===== src/rtl/usb_pkg.sv =====
// Shared definitions for the USB full-speed transmitter: line states, SYNC
// pattern, CRC16 constants and FSM state encoding (CRC state only with USB_TX_CRC16_EN).
package usb_pkg;

   // Line level as {D+, D-}
   typedef logic [1:0] line_t;
   localparam line_t LINE_J   = 2'b10;
   localparam line_t LINE_K   = 2'b01;
   localparam line_t LINE_SE0 = 2'b00;

   // Sent LSB first: 0,0,0,0,0,0,0,1
   localparam logic [7:0] SYNC_PATTERN = 8'h80;

   localparam logic [15:0] CRC16_POLY = 16'h8005;
   localparam logic [15:0] CRC16_INIT = 16'hFFFF;

   typedef enum logic [2:0] {
      ST_IDLE,
      ST_SYNC,
      ST_DATA,
`ifdef USB_TX_CRC16_EN
      ST_CRC,
`endif
      ST_EOP_SE0,
      ST_EOP_J
   } tx_state_t;

   function automatic line_t line_flip(input line_t l);
      return (l == LINE_J) ? LINE_K : LINE_J;
   endfunction

   function automatic logic [15:0] bit_rev16(input logic [15:0] v);
      logic [15:0] r;
      for (int unsigned i = 0; i < 16; i++) r[i] = v[15 - i];
      return r;
   endfunction

endpackage


===== src/rtl/usb_crc16.sv =====
// Serial CRC16 (x^16+x^15+x^2+1), one bit per enable, LSB-first data.
// Kept in reflected form so the complemented result is transmitted LSB first.
module usb_crc16
   import usb_pkg::*;
(
   input  logic        Clk,
   input  logic        Reset,
   input  logic        clr,
   input  logic        en,
   input  logic        din,
   output logic [15:0] crc
);

   localparam logic [15:0] POLY_REFL = bit_rev16(CRC16_POLY);

   logic fb;
   assign fb = din ^ crc[0];

   always_ff @(posedge Clk or negedge Reset) begin
      if (!Reset)
         crc <= CRC16_INIT;
      else if (clr)
         crc <= CRC16_INIT;
      else if (en)
         crc <= {1'b0, crc[15:1]} ^ (fb ? POLY_REFL : '0);
   end

endmodule


===== src/rtl/usb_tx.sv =====
// USB full-speed serial transmitter: SYNC, NRZI, bit stuffing, EOP.
// Define USB_TX_CRC16_EN to append a CRC16 (needs CLKS_PER_BIT >= 2).
module usb_tx
   import usb_pkg::*;
#(
   parameter int unsigned CLKS_PER_BIT = 4
) (
   input  logic       Clk,
   input  logic       Reset,
   input  logic [7:0] TxData,
   input  logic       TxValid,
   output logic       TxReady,
   output logic       D_P_Out,
   output logic       D_N_Out,
   output logic       OE,
   output logic       Busy
);

   localparam int unsigned CW = (CLKS_PER_BIT > 1) ? $clog2(CLKS_PER_BIT) : 1;
   localparam logic [CW-1:0] CNT_LAST = CW'(CLKS_PER_BIT - 1);

   tx_state_t   state, state_n;
   logic [CW-1:0] cnt, cnt_n;
   logic [3:0]  bidx, bidx_n;
   logic [15:0] sreg, sreg_n;
   logic        stuff, stuff_n;
   logic [2:0]  ones, ones_n;
   line_t       nrzi, nrzi_n;
   logic        have_next, have_next_n;
   logic [7:0]  nxt_byte, nxt_byte_n;
   logic        pid, pid_n;

   logic        cell_start, cell_end, cur_bit, load_pt;
   logic [3:0]  last_idx;

`ifdef USB_TX_CRC16_EN
   logic [15:0] crc_val;

   usb_crc16 u_crc (
      .Clk   (Clk),
      .Reset (Reset),
      .clr   (state == ST_IDLE),
      .en    (state == ST_DATA && cell_start && !stuff && !pid),
      .din   (sreg[0]),
      .crc   (crc_val)
   );

   assign last_idx = (state == ST_CRC) ? 4'd15 : 4'd7;
`else
   assign last_idx = 4'd7;
`endif

   assign cell_start = (cnt == '0);
   assign cell_end   = (cnt == CNT_LAST);
   assign cur_bit    = !stuff && sreg[0];
   assign load_pt    = (state == ST_SYNC || state == ST_DATA) && cell_start
                       && !stuff && (bidx == 4'd7);
   assign TxReady    = load_pt && TxValid;

   assign OE   = (state != ST_IDLE);
   assign Busy = OE;
   assign {D_P_Out, D_N_Out} = (state == ST_EOP_SE0) ? LINE_SE0 : nrzi;

   always_ff @(posedge Clk or negedge Reset) begin
      if (!Reset) begin
         state     <= ST_IDLE;
         cnt       <= '0;
         bidx      <= '0;
         sreg      <= '0;
         stuff     <= 1'b0;
         ones      <= '0;
         nrzi      <= LINE_J;
         have_next <= 1'b0;
         nxt_byte  <= '0;
         pid       <= 1'b0;
      end else begin
         state     <= state_n;
         cnt       <= cnt_n;
         bidx      <= bidx_n;
         sreg      <= sreg_n;
         stuff     <= stuff_n;
         ones      <= ones_n;
         nrzi      <= nrzi_n;
         have_next <= have_next_n;
         nxt_byte  <= nxt_byte_n;
         pid       <= pid_n;
      end
   end

   always_comb begin
      state_n     = state;
      cnt_n       = cell_end ? '0 : cnt + 1'b1;
      bidx_n      = bidx;
      sreg_n      = sreg;
      stuff_n     = stuff;
      ones_n      = ones;
      nrzi_n      = nrzi;
      have_next_n = have_next;
      nxt_byte_n  = nxt_byte;
      pid_n       = pid;

      if (TxReady) begin
         have_next_n = 1'b1;
         nxt_byte_n  = TxData;
      end else if (load_pt) begin
         have_next_n = 1'b0;
      end

      case (state)
         ST_IDLE: begin
            cnt_n = '0;
            if (TxValid) begin
               state_n     = ST_SYNC;
               bidx_n      = '0;
               sreg_n      = {8'h00, SYNC_PATTERN};
               stuff_n     = 1'b0;
               ones_n      = '0;
               have_next_n = 1'b0;
               nrzi_n      = SYNC_PATTERN[0] ? LINE_J : LINE_K;
            end
         end

         ST_EOP_SE0: begin
            if (cell_end) begin
               bidx_n = bidx + 4'd1;
               if (bidx == 4'd1) begin
                  state_n = ST_EOP_J;
                  bidx_n  = '0;
               end
            end
         end

         ST_EOP_J: begin
            if (cell_end) state_n = ST_IDLE;
         end

         default: begin
            if (cell_end) begin
               ones_n = cur_bit ? ones + 3'd1 : 3'd0;
               if (ones_n == 3'd6) begin
                  // Stuffed 0 cell: shifter and bit index hold until it ends
                  stuff_n = 1'b1;
                  nrzi_n  = line_flip(nrzi);
               end else begin
                  stuff_n = 1'b0;
                  if (bidx != last_idx) begin
                     sreg_n = {1'b0, sreg[15:1]};
                     bidx_n = bidx + 4'd1;
                  end else if (have_next) begin
                     state_n = ST_DATA;
                     sreg_n  = {8'h00, nxt_byte};
                     bidx_n  = '0;
                     pid_n   = (state == ST_SYNC);
                  end
`ifdef USB_TX_CRC16_EN
                  else if (state == ST_DATA) begin
                     state_n = ST_CRC;
                     sreg_n  = ~crc_val;
                     bidx_n  = '0;
                  end
`endif
                  else begin
                     state_n = ST_EOP_SE0;
                     bidx_n  = '0;
                     ones_n  = '0;
                  end

                  if (state_n == ST_EOP_SE0)
                     nrzi_n = LINE_J;
                  else
                     nrzi_n = sreg_n[0] ? nrzi : line_flip(nrzi);
               end
            end
         end
      endcase
   end

endmodule


===== config.mk =====
export PLATFORM = sky130hd
export DESIGN_NAME = usb_tx
export DESIGN_NICKNAME = d
export VERILOG_FILES = /design/src/rtl/usb_pkg.sv /design/src/rtl/usb_crc16.sv /design/src/rtl/usb_tx.sv
export SDC_FILE = /design/constraint.sdc
export NUM_CORES = 1
export LEC_CHECK = 0
export ABC_AREA = 1
export CAP_MARGIN = 40
export CORE_MARGIN = 5
export CORE_UTILIZATION = 58
export CTS_BUF_LIST = sky130_fd_sc_hd__clkbuf_4 sky130_fd_sc_hd__clkbuf_8 sky130_fd_sc_hd__clkbuf_16
export DETAILED_ROUTE_END_ITERATION = 10
export PLACE_DENSITY = 0.89
export SLEW_MARGIN = 15
export SYNTH_ARGS = -nofsm -noshare
export SYNTH_HDL_FRONTEND = slang
export SYNTH_SLANG_ARGS = --single-unit

===== constraint.sdc =====
create_clock -name Clk -period 2.35 [get_ports Clk]
set_input_delay 0.705 -clock Clk [delete_from_list [all_inputs] [get_ports Clk]]
set_output_delay 0.705 -clock Clk [all_outputs]
set_load 0.03 [all_outputs]

==> Word-level counts from Yosys, hierarchy flattened <==
Index checks and enable logic that the tools add are counted.
{ "word_totals": {"ram_bits": 0, "output_inout_bits": 5, "latch_bits": 0, "register_bits": 40, "mem_count": 0, "rom_bits": 0} }
{ "op_classes": {"n_shift": 0, "addsub": 3, "eq_ne": 19, "n_reduce_logical": 20, "n_lt_le_gt_ge": 0, "bitwise": 2, "n_mux": 53, "div_mod_pow": 0, "mul": 0} }
{ "ops": {"columns": ["op", "n"], "rows": [
  ["16-bit 2-to-1 mux", 8],
  ["3-bit 2-to-1 mux", 16],
  ["16-bit case mux with 2 select lines", 1],
  ["4-bit 2-to-1 mux", 6],
  ["2-bit 2-to-1 mux", 9],
  ["4-bit case mux with 3 select lines", 1],
  ["5-bit AND reduction", 2],
  ["3-bit by 2-bit equality test with 1-bit output (second input constant)", 3],
  ["3-bit case mux with 3 select lines", 1],
  ["1-bit 2-to-1 mux", 8],
  ["4-bit AND reduction", 2],
  ["3-bit equality test (second input constant)", 2],
  ["2-bit != test (second input constant)", 3],
  ["3-bit case mux with 2 select lines", 1],
  ["6-bit AND reduction", 1],
  ["1-bit logical AND", 5],
  ["4-bit by 1-bit adder with 4-bit output (second input constant)", 1],
  ["2-bit equality test (second input constant)", 2],
  ["4-bit by 1-bit equality test with 1-bit output (second input constant)", 1],
  ["4-bit by 3-bit equality test with 1-bit output (second input constant)", 1],
  ["2-bit by 1-bit != test with 1-bit output (second input constant)", 2],
  ["4-bit by 2-bit != test with 1-bit output (second input constant)", 1],
  ["4-bit by 3-bit != test with 1-bit output (second input constant)", 1],
  ["4-bit != test (second input constant)", 1],
  ["17 further kinds", 18]
]} }

==> Logic depth before layout (Yosys ltp) <==
Gate-level depths: netlist of run 1.
{ "logic_depth": {"depth_word": 12, "mapped_depth": 11} }

==> Least setup slack after synthesis of run 1 <==
No wires, ideal clock.
{ "synth_timing": {"path_kind": "register -> output", "startpoint": "register bidx[0]", "endpoint": "output port TxReady", "t_arrival_ps": 1305, "setup_slack_ps": 340, "stages_incl_launch_ff": 6, "cell_sequence": "dfrtp_1 ha_1 nand2_1 nor2_4 nand4_2 inv_2"} }
{ "synth_via": {"elab_chain_cells": 3} }
{ "synth_rtl": {"columns": ["element", "line_no", "source"], "rows": [
  ["from (decl)", "usb_tx.sv:24", "logic [3:0] bidx, bidx_n;"],
  ["from (signal assigned)", "usb_tx.sv:79", "bidx <= bidx_n;"],
  ["4-bit by 3-bit equality test with 1-bit output", "usb_tx.sv:57", "&& !stuff && (bidx == 4'd7);"],
  ["1-bit logical AND", "usb_tx.sv:57", null],
  ["1-bit logical AND", "usb_tx.sv:58", "assign TxReady = load_pt && TxValid;"],
  ["to (decl)", "usb_tx.sv:12", "output logic TxReady,"]
]} }
No other way between the ends.

==> Worst setup path in the final report of run 1 <==
{ "layout_timing": {"startpoint": "register state[1]", "endpoint": "output port TxReady"} }
{ "layout_via": {"elab_chain_cells": 6} }
{ "layout_rtl": {"columns": ["element", "line_no", "source"], "rows": [
  ["from (decl)", "usb_tx.sv:22", "tx_state_t state, state_n;"],
  ["from (signal assigned)", "usb_tx.sv:77", "state <= state_n;"],
  ["3-bit by 1-bit equality test with 1-bit output or 3-bit by 2-bit equality test with 1-bit output (tied branches)", null, null],
  ["1-bit logical OR (*)", "usb_tx.sv:56", "assign load_pt = (state == ST_SYNC || state == ST_DATA) && cell_start"],
  ["1-bit logical AND (*)", "usb_tx.sv:56", null],
  ["1-bit logical AND (*) (2 in a row)", "usb_tx.sv:57", null],
  ["1-bit logical AND (*)", "usb_tx.sv:58", null]
]} }
Mark *: on every way between the ends. The rest lies on a longest branch, timed or not.

==> metrics.md, run 1 <==
| Metric | Value |
|---|---|
| Outcome | `completed` |
| Setup TNS | `0 ns` |
| Worst rel slew slack | `about two thirds` |
| ANT nets after route | `0` |
| Leak | `approximately 1.2 nW` |
| Height of the die | `71.69 um` |
| Drt pass-1 iters | `4` |
| RSZ-0062 raised after global routing | `false` |
| Combinational fraction of design power | `about 38%` |
| Fin crit period | `around 2.2 ns` |
| Peak VDD IR | `0.5252 mV` |
| ANT cells | `0` |
| Via-to-Cell Ratio | `approximately 5.2` |
| Slew @ Worst Pin | `approximately 0.48 ns` |
| Skew-Pair Late Insertion Delay | `just under 0.3 ns` |
| R2R setup slack | `0.42 ns` |
| Grt ovf | `0` |
| Power Density | `914.8 nW/um^2` |
| Setup violations, final | `0` |
| Overall Power | `2.281 mW` |
| Post-synthesis mux area share | `0%` |
| Reg2reg end | `sreg[8]` |
| Clk slew on worst S/H paths | `approximately 0.080 ns` |
| Max-Cap Viols | `0` |
| Pin count of the biggest net entering global routing | `40` |
| Drt wl/cell | `approximately 13 um` |
| Synthesized-area fraction occupied by adder cells | `under 10%` |
| Gr usage total | `between 10% and 20%` |
| Net Count, Synth | `between 200 and 300` |
| Layout cell share with drive strength beyond 1 | `between 20% and 30%` |
| Chip Width | `71.69 um` |
| IO buf count | `15` |
| Post-synthesis cell count | `about 270` |
| Area share of and/or/nand/nor cells after synthesis | `31.46%` |
| Die ar. | `roughly 5000 sq um` |
| Fillers | `between 200 and 300` |
| Vias | `1747` |
| Synth async-reset ratio | `between 90% and 100%` |
| CP startpoint kind | `flop` |
| Sequential share of power | `38.6%` |
| Max-slew violation count | `0` |
| Hold_buf cts | `0` |
| Post-CTS Setup Bufs | `0` |
| Post-synthesis compound-gate area fraction | `12.93%` |
| Clock Power Share | `approximately a quarter` |
| Register area share after synthesis | `~44%` |
| HP Class | `input port to asynchronous set/reset pin` |
| Longest Clk Path Bufs | `2` |
| Yosys cell types | `32` |
| H-tree depth | `2` |
| Dpl hpwl | `approximately 3.1 mm` |
| Post-synth design cell area | `2207 sq um` |
| Area added between synthesis and finish | `12.98%` |
| Sw Pwr | `around 0.89 mW` |
| Register bit total from synthesis | `39` |
| Synth Area per Inst | `8.297 sq um` |
| # rows | `22` |
| Initial Utilization | `60.29%` |
| Post-Route WL | `4.249 mm` |
| WP data arrival | `roughly 1.5 ns` |
| Vias in the first global route | `around 1700` |
| Drc violations | `0` |
| Clock sink count | `39` |
| Ports | `16` |
| Critical Path RT | `between 1.5 and 2 ns` |
| CTS buffer count | `5` |
| Reg2reg start | `ones[1]` |
| Internal | `1.392 mW` |
| Root buf cell | `clkbuf_8` |
| Crit end category | `primary output` |
| Critical path class | `flop to primary output` |
| # nets final | `304` |
| Initial antenna violation count | `0` |
| Maximum clock frequency | `approximately 440 MHz` |
| DRT iter0 DRCs | `between 100 and 150` |
| Hold Vio Cnt, Final | `0` |
| Final Skew | `between 0.007 and 0.008 ns` |
| EDFF count, synth | `0` |
| Global placer's final weighted congestion | `approximately 0.83` |
| Crit-path max FO | `5` |
| Warnings, synthesis | `0` |
| Tcrit/Tclk final | `a little over nine tenths` |
| Sw Share | `approximately 39%` |
| First-pass GRT wire length | `7.803 mm` |
| Main combinational cell family by area after synthesis | `simple AND/OR/NAND/NOR gates` |
| Post-synth top flop | `dfrtp_1` |
| Core ar. | `approximately 3700 sq um` |
| Worst R2R Path Depth | `9` |
| Synth Area in XOR/XNOR | `less than 1%` |
| CP startpoint | `state[1]` |
| CTS tree | `built` |
## final cells by class
cell class              count  area (sq um)  area share, %
clock inverters             2         37.54          1.505
clock buffers               5         68.82          2.760
multi-input cells         193          1051          42.15
inverters                  27         102.6          4.114
well taps                  48         60.06          2.408
repair buffers             22         192.7          7.727
flip-flops and latches     39         980.9          39.34
## cells in the mapped netlist, types with 2 or more instances
| library cell | number | area share (%) |
|---|---|---|
| a21oi_1 | 10 | 2.3 |
| buf_12 | 2 | 1.8 |
| buf_2 | 2 | 0.45 |
| buf_4 | 2 | 0.68 |
| dfrtp_1 | 38 | 43 |
| ha_1 | 5 | 2.8 |
| inv_1 | 16 | 2.7 |
| inv_2 | 10 | 1.7 |
| nand2_1 | 80 | 14 |
| nand2_2 | 11 | 3.1 |
| nand2_4 | 2 | 1.0 |
| nand3_1 | 16 | 3.6 |
| nand3_2 | 3 | 1.4 |
| nor2_1 | 11 | 1.9 |
| nor2_2 | 4 | 1.1 |
| nor2_4 | 4 | 2.0 |
| o21ai_0 | 9 | 2.0 |
| o21ai_1 | 11 | 2.5 |
| o21ai_2 | 13 | 5.2 |
| or2_2 | 5 | 1.4 |
## registers in the layout, indices dropped and copies added, names as in the netlist
signal     flops
bidx           4
stuff          1
ones           3
nxt_byte       8
nrzi           2
have_next      1
state          3
cnt            2
sreg          15
## routing by layer
metal	track usage (%)	wire, um	vias to the layer above
met3	4.488	186	7
li1	-	-	889
met5	0	0	-
met4	4.593	49	0
met2	30.92	2138	38
met1	25.65	1874	813
## per-stage QoR
step / setup slack (ns) / area, sq um / utilization (%) / instances / hold WS (ns)
3_3_place_gp: 0.06418 / 2386 / 65.17 / 329 / 0.4541
2_1_floorplan: 0.3399 / 2207 / - / 266 / 0.4094
4_1_cts: 0.02233 / 2487 / 67.94 / 336 / 0.4685
5_1_grt: 0.001038 / 2494 / 68.11 / 336 / 0.4940
6_report: 0.1008 / 2494 / 68.11 / 336 / 0.4518
3_5_place_dp: 0.002655 / 2386 / 65.17 / 329 / 0.4634
## worst max path at each step
| stage | end | slack [ns] | cells after the start |
|---|---|---|---|
| global placement | TxReady | 0.06 | 4 |
| floorplan | TxReady | 0.34 | 5 |
| global route | TxReady | 0.001 | 6 |
| finish | TxReady | 0.10 | 6 |
| detailed placement | TxReady | 0.003 | 4 |
| CTS | TxReady | 0.02 | 4 |
## what timing repair did
item | in CTS | in global routing
resized for setup | 4 | 4
pin swaps | 1 | 0
endpoints found under the setup margin | 5 | 1
## power groups by stage
stage | logic, mW | registers, mW | clock network, mW
final | 0.867 | 0.880 | 0.534
after global routing | 0.981 | 0.900 | 0.579
after CTS | 0.873 | 0.875 | 0.543
after detailed placement | 0.897 | 0.883 | 0
after global placement | 0.873 | 0.879 | 0
after floorplan | 0.733 | 0.866 | 0
## layout by cell type (no fill, tap or decap), types with 2 or more instances in the layout
cell	Yosys	final
nand2_1	80	80
dfrtp_1	38	35
inv_1	16	16
nand3_1	16	16
o21ai_2	13	13
nand2_2	11	11
nor2_1	11	11
o21ai_1	11	11
inv_2	10	10
a21oi_1	10	10
o21ai_0	9	9
clkdlybuf4s50_1	0	8
buf_4	2	8
or2_2	5	5
ha_1	5	5
clkbuf_8	0	5
nor2_2	4	4
nor2_4	4	4
dlygate4sd2_1	0	4
nand3_2	3	3
dfrtp_2	0	3
nand2_4	2	2
## worst max-delay path: stages, from the launching register on
cell	delay, ns
dfrtp_2	0.42
nor2_2	0.07
buf_4	0.15
nor2_1	0.19
nand4_2	0.18
inv_2	0.09
buf_4	0.15
## kinds of logic after synthesis
logic type	Yosys count
adder cells (fa/ha/maj)	5
AO/OA/AOI/OAI	46
AND/OR/NAND/NOR	141
XOR/XNOR	1
buffers and inverters	34
flip-flops	39
Power figures use the tool's default switching activity.
==> run 2, diff against run 1 <==
--- a/config.mk
+++ b/config.mk
@@ -7,11 +7,13 @@
 export LEC_CHECK = 0
 export ABC_AREA = 1
 export CAP_MARGIN = 40
+export CELL_PAD_IN_SITES_DETAIL_PLACEMENT = 1
+export CELL_PAD_IN_SITES_GLOBAL_PLACEMENT = 1
 export CORE_MARGIN = 5
-export CORE_UTILIZATION = 58
+export CORE_UTILIZATION = 44
 export CTS_BUF_LIST = sky130_fd_sc_hd__clkbuf_4 sky130_fd_sc_hd__clkbuf_8 sky130_fd_sc_hd__clkbuf_16
 export DETAILED_ROUTE_END_ITERATION = 10
-export PLACE_DENSITY = 0.89
+export PLACE_DENSITY_LB_ADDON = 0.1
 export SLEW_MARGIN = 15
 export SYNTH_ARGS = -nofsm -noshare
 export SYNTH_HDL_FRONTEND = slang
==> metrics.md, run 2 (same netlist as run 1, synthesis figures left out) <==
| Metric | Value |
|---|---|
| Non-filler cells in the finished layout | `361` |
| Longest Clk Path Bufs | `2` |
| ANT cells | `0` |
| Gr usage total | `between 10% and 20%` |
| Height of the die | `just over 80 um` |
| Worst rel slew slack | `around three quarters` |
| Crit end category | `primary output` |
| ANT nets after route | `0` |
| CTS tree | `built` |
| # nets final | `309` |
| Placed Cells | `352` |
| # rows | `25` |
| HP Class | `input port to asynchronous set/reset pin` |
| Skew-Pair Late Insertion Delay | `slightly below 0.3 ns` |
| Peak VDD IR | `about 0.43 mV` |
| Tcrit/Tclk final | `around 96%` |
| Die ar. | `6533 sq um` |
| Most flops, register | `sreg` |
| CP Cell Sequence | `ha_2 -> nand2_1 -> nor2_4 -> nand4_2 -> inv_2 -> buf_4` |
| Dpl cell area | `approximately 2500 sq um` |
| Max-Cap Viols | `0` |
| Vias in the first global route | `between 1500 and 2000` |
| IO buf count | `15` |
| Root buf cell | `clkbuf_8` |
| First-pass GRT wire length | `~9.1 mm` |
| H-tree depth | `2` |
| CP startpoint kind | `flop` |
| Slowest Stage Delay on Critical Path | `0.41 ns` |
| CTS buffer count | `5` |
| Drc violations | `0` |
| DRT iter0 DRCs | `76` |
| Max-slew violation count | `0` |
| Outcome | `completed` |
| Most frequent cells in the layout | `80 x nand2_1, 37 x dfrtp_1, 16 x inv_1, 16 x nand3_1, 13 x o21ai_2` |
| Drt pass-1 iters | `4` |
| Area used by multi-input combinational logic | `1056 sq um` |
| WP data arrival | `~1.5 ns` |
| Storage cell area | `978.4 sq um` |
| Drt wl/cell | `around 14 um` |
| Setup violations, final | `0` |
| Ports | `16` |
| Critical path class | `flop to primary output` |
| Grt ovf | `0` |
| Commonest non-fill, non-tap cell in the layout | `nand2_1` |
| Max reg flops | `15` |
| Power Density | `922.8 nW/um^2` |
| Core ar. | `4786 sq um` |
| Global placer's final weighted congestion | `around 0.80` |
| Critical path's slowest cell | `dfrtp_2` |
| Maximum clock frequency | `around 450 MHz` |
| Fillers | `620` |
| Fin crit period | `2.245 ns` |
| Post-Route WL | `roughly 5.1 mm` |
| Initial Utilization | `a little under half` |
| Biggest regs | `sreg x15, nxt_byte x8, bidx x4` |
| Layout cell share with drive strength beyond 1 | `27.55%` |
| Vias | `1768` |
| Crit-path max FO | `5` |
| Hold Vio Cnt, Final | `0` |
| Clock sink count | `39` |
| Final Skew | `0.003877 ns` |
| Clk slew on worst S/H paths | `about 0.080 ns` |
| Area added between synthesis and finish | `16.55%` |
| Dpl hpwl | `3.714 mm` |
| Pin count of the biggest net entering global routing | `40` |
| Chip Width | `80.83 um` |
| Via-to-Cell Ratio | `4.898` |
| Leak | `around 1.2 nW` |
| Final instance area | `~2600 sq um` |
| Critical Path RT | `1.64 ns` |
| Slew @ Worst Pin | `0.4002 ns` |
| Initial antenna violation count | `0` |
[run 2: final cells by class]
type,instances,area share (%)
Multi-Input combinational cell,193,41.05
Clock buffer,5,2.675
Timing Repair Buffer,27,9.290
Sequential cell,39,38.03
Tap cell,67,3.259
Inverter,27,3.988
Clock inverter,3,1.702
[run 2: timing repair]
| action | in CTS | in global routing |
|---|---|---|
| hold buffers | 0 | 0 |
| setup endpoints to repair | 5 | 1 |
| setup buffers | 0 | 1 |
| resized for setup | 5 | 3 |
[run 2: critical path, delay by kind of cell (launching register included)]
kind | cells | cell delay [ns]
adder cells (fa/ha/maj) | 1 | 0.22
buffers and inverters | 2 | 0.24
flip-flops | 1 | 0.41
AND/OR/NAND/NOR | 3 | 0.38
[run 2: report_power, final]
group / switching [mW] / internal (mW)
combinational: 0.617 / 0.332
clock: 0.243 / 0.316
sequential: 0.0795 / 0.787
[run 2: final timing paths]
| kind | startpoint | endpoint | slack [ns] | cells after the start |
|---|---|---|---|---|
| setup / recovery | bidx[0] | TxReady | 0.11 | 6 |
| max in group asynchronous | Reset | nrzi[1] | 1.73 | 2 |
| setup reg to reg | ones[1] | sreg[8] | 0.35 | 9 |
| hold reg to reg | nrzi[1] | nrzi[1] | 0.47 | 2 |
| min in group Clk | nrzi[1] | nrzi[1] | 0.47 | 2 |
| hold / removal | Reset | sreg[2] | 0.37 | 2 |
[run 2: metrics by stage]
step                      total power [mW]  utilization [%]  setup slack, ns  hold slack, ns  setup TNS, ns
after floorplan                      1.599                -           0.3399          0.4094              0
after global placement               1.823            51.24        -0.001790          0.4513      -0.001790
after detailed placement             1.854            51.24         0.007630          0.4651              0
after CTS                            2.399            53.46        0.0004549          0.3647              0
after global routing                 2.548            53.75        -0.005353          0.3820      -0.005353
final                                2.374            53.75           0.1051          0.3706              0
[run 2: metal layers]
metal  vias up  wire, um  global-route usage [%]
li1        900         -                       -
met1       843      2423                   23.44
met2        20      2435                   30.62
met3         5       128                   3.326
met4         0        70                   5.574
met5         -         0                       0
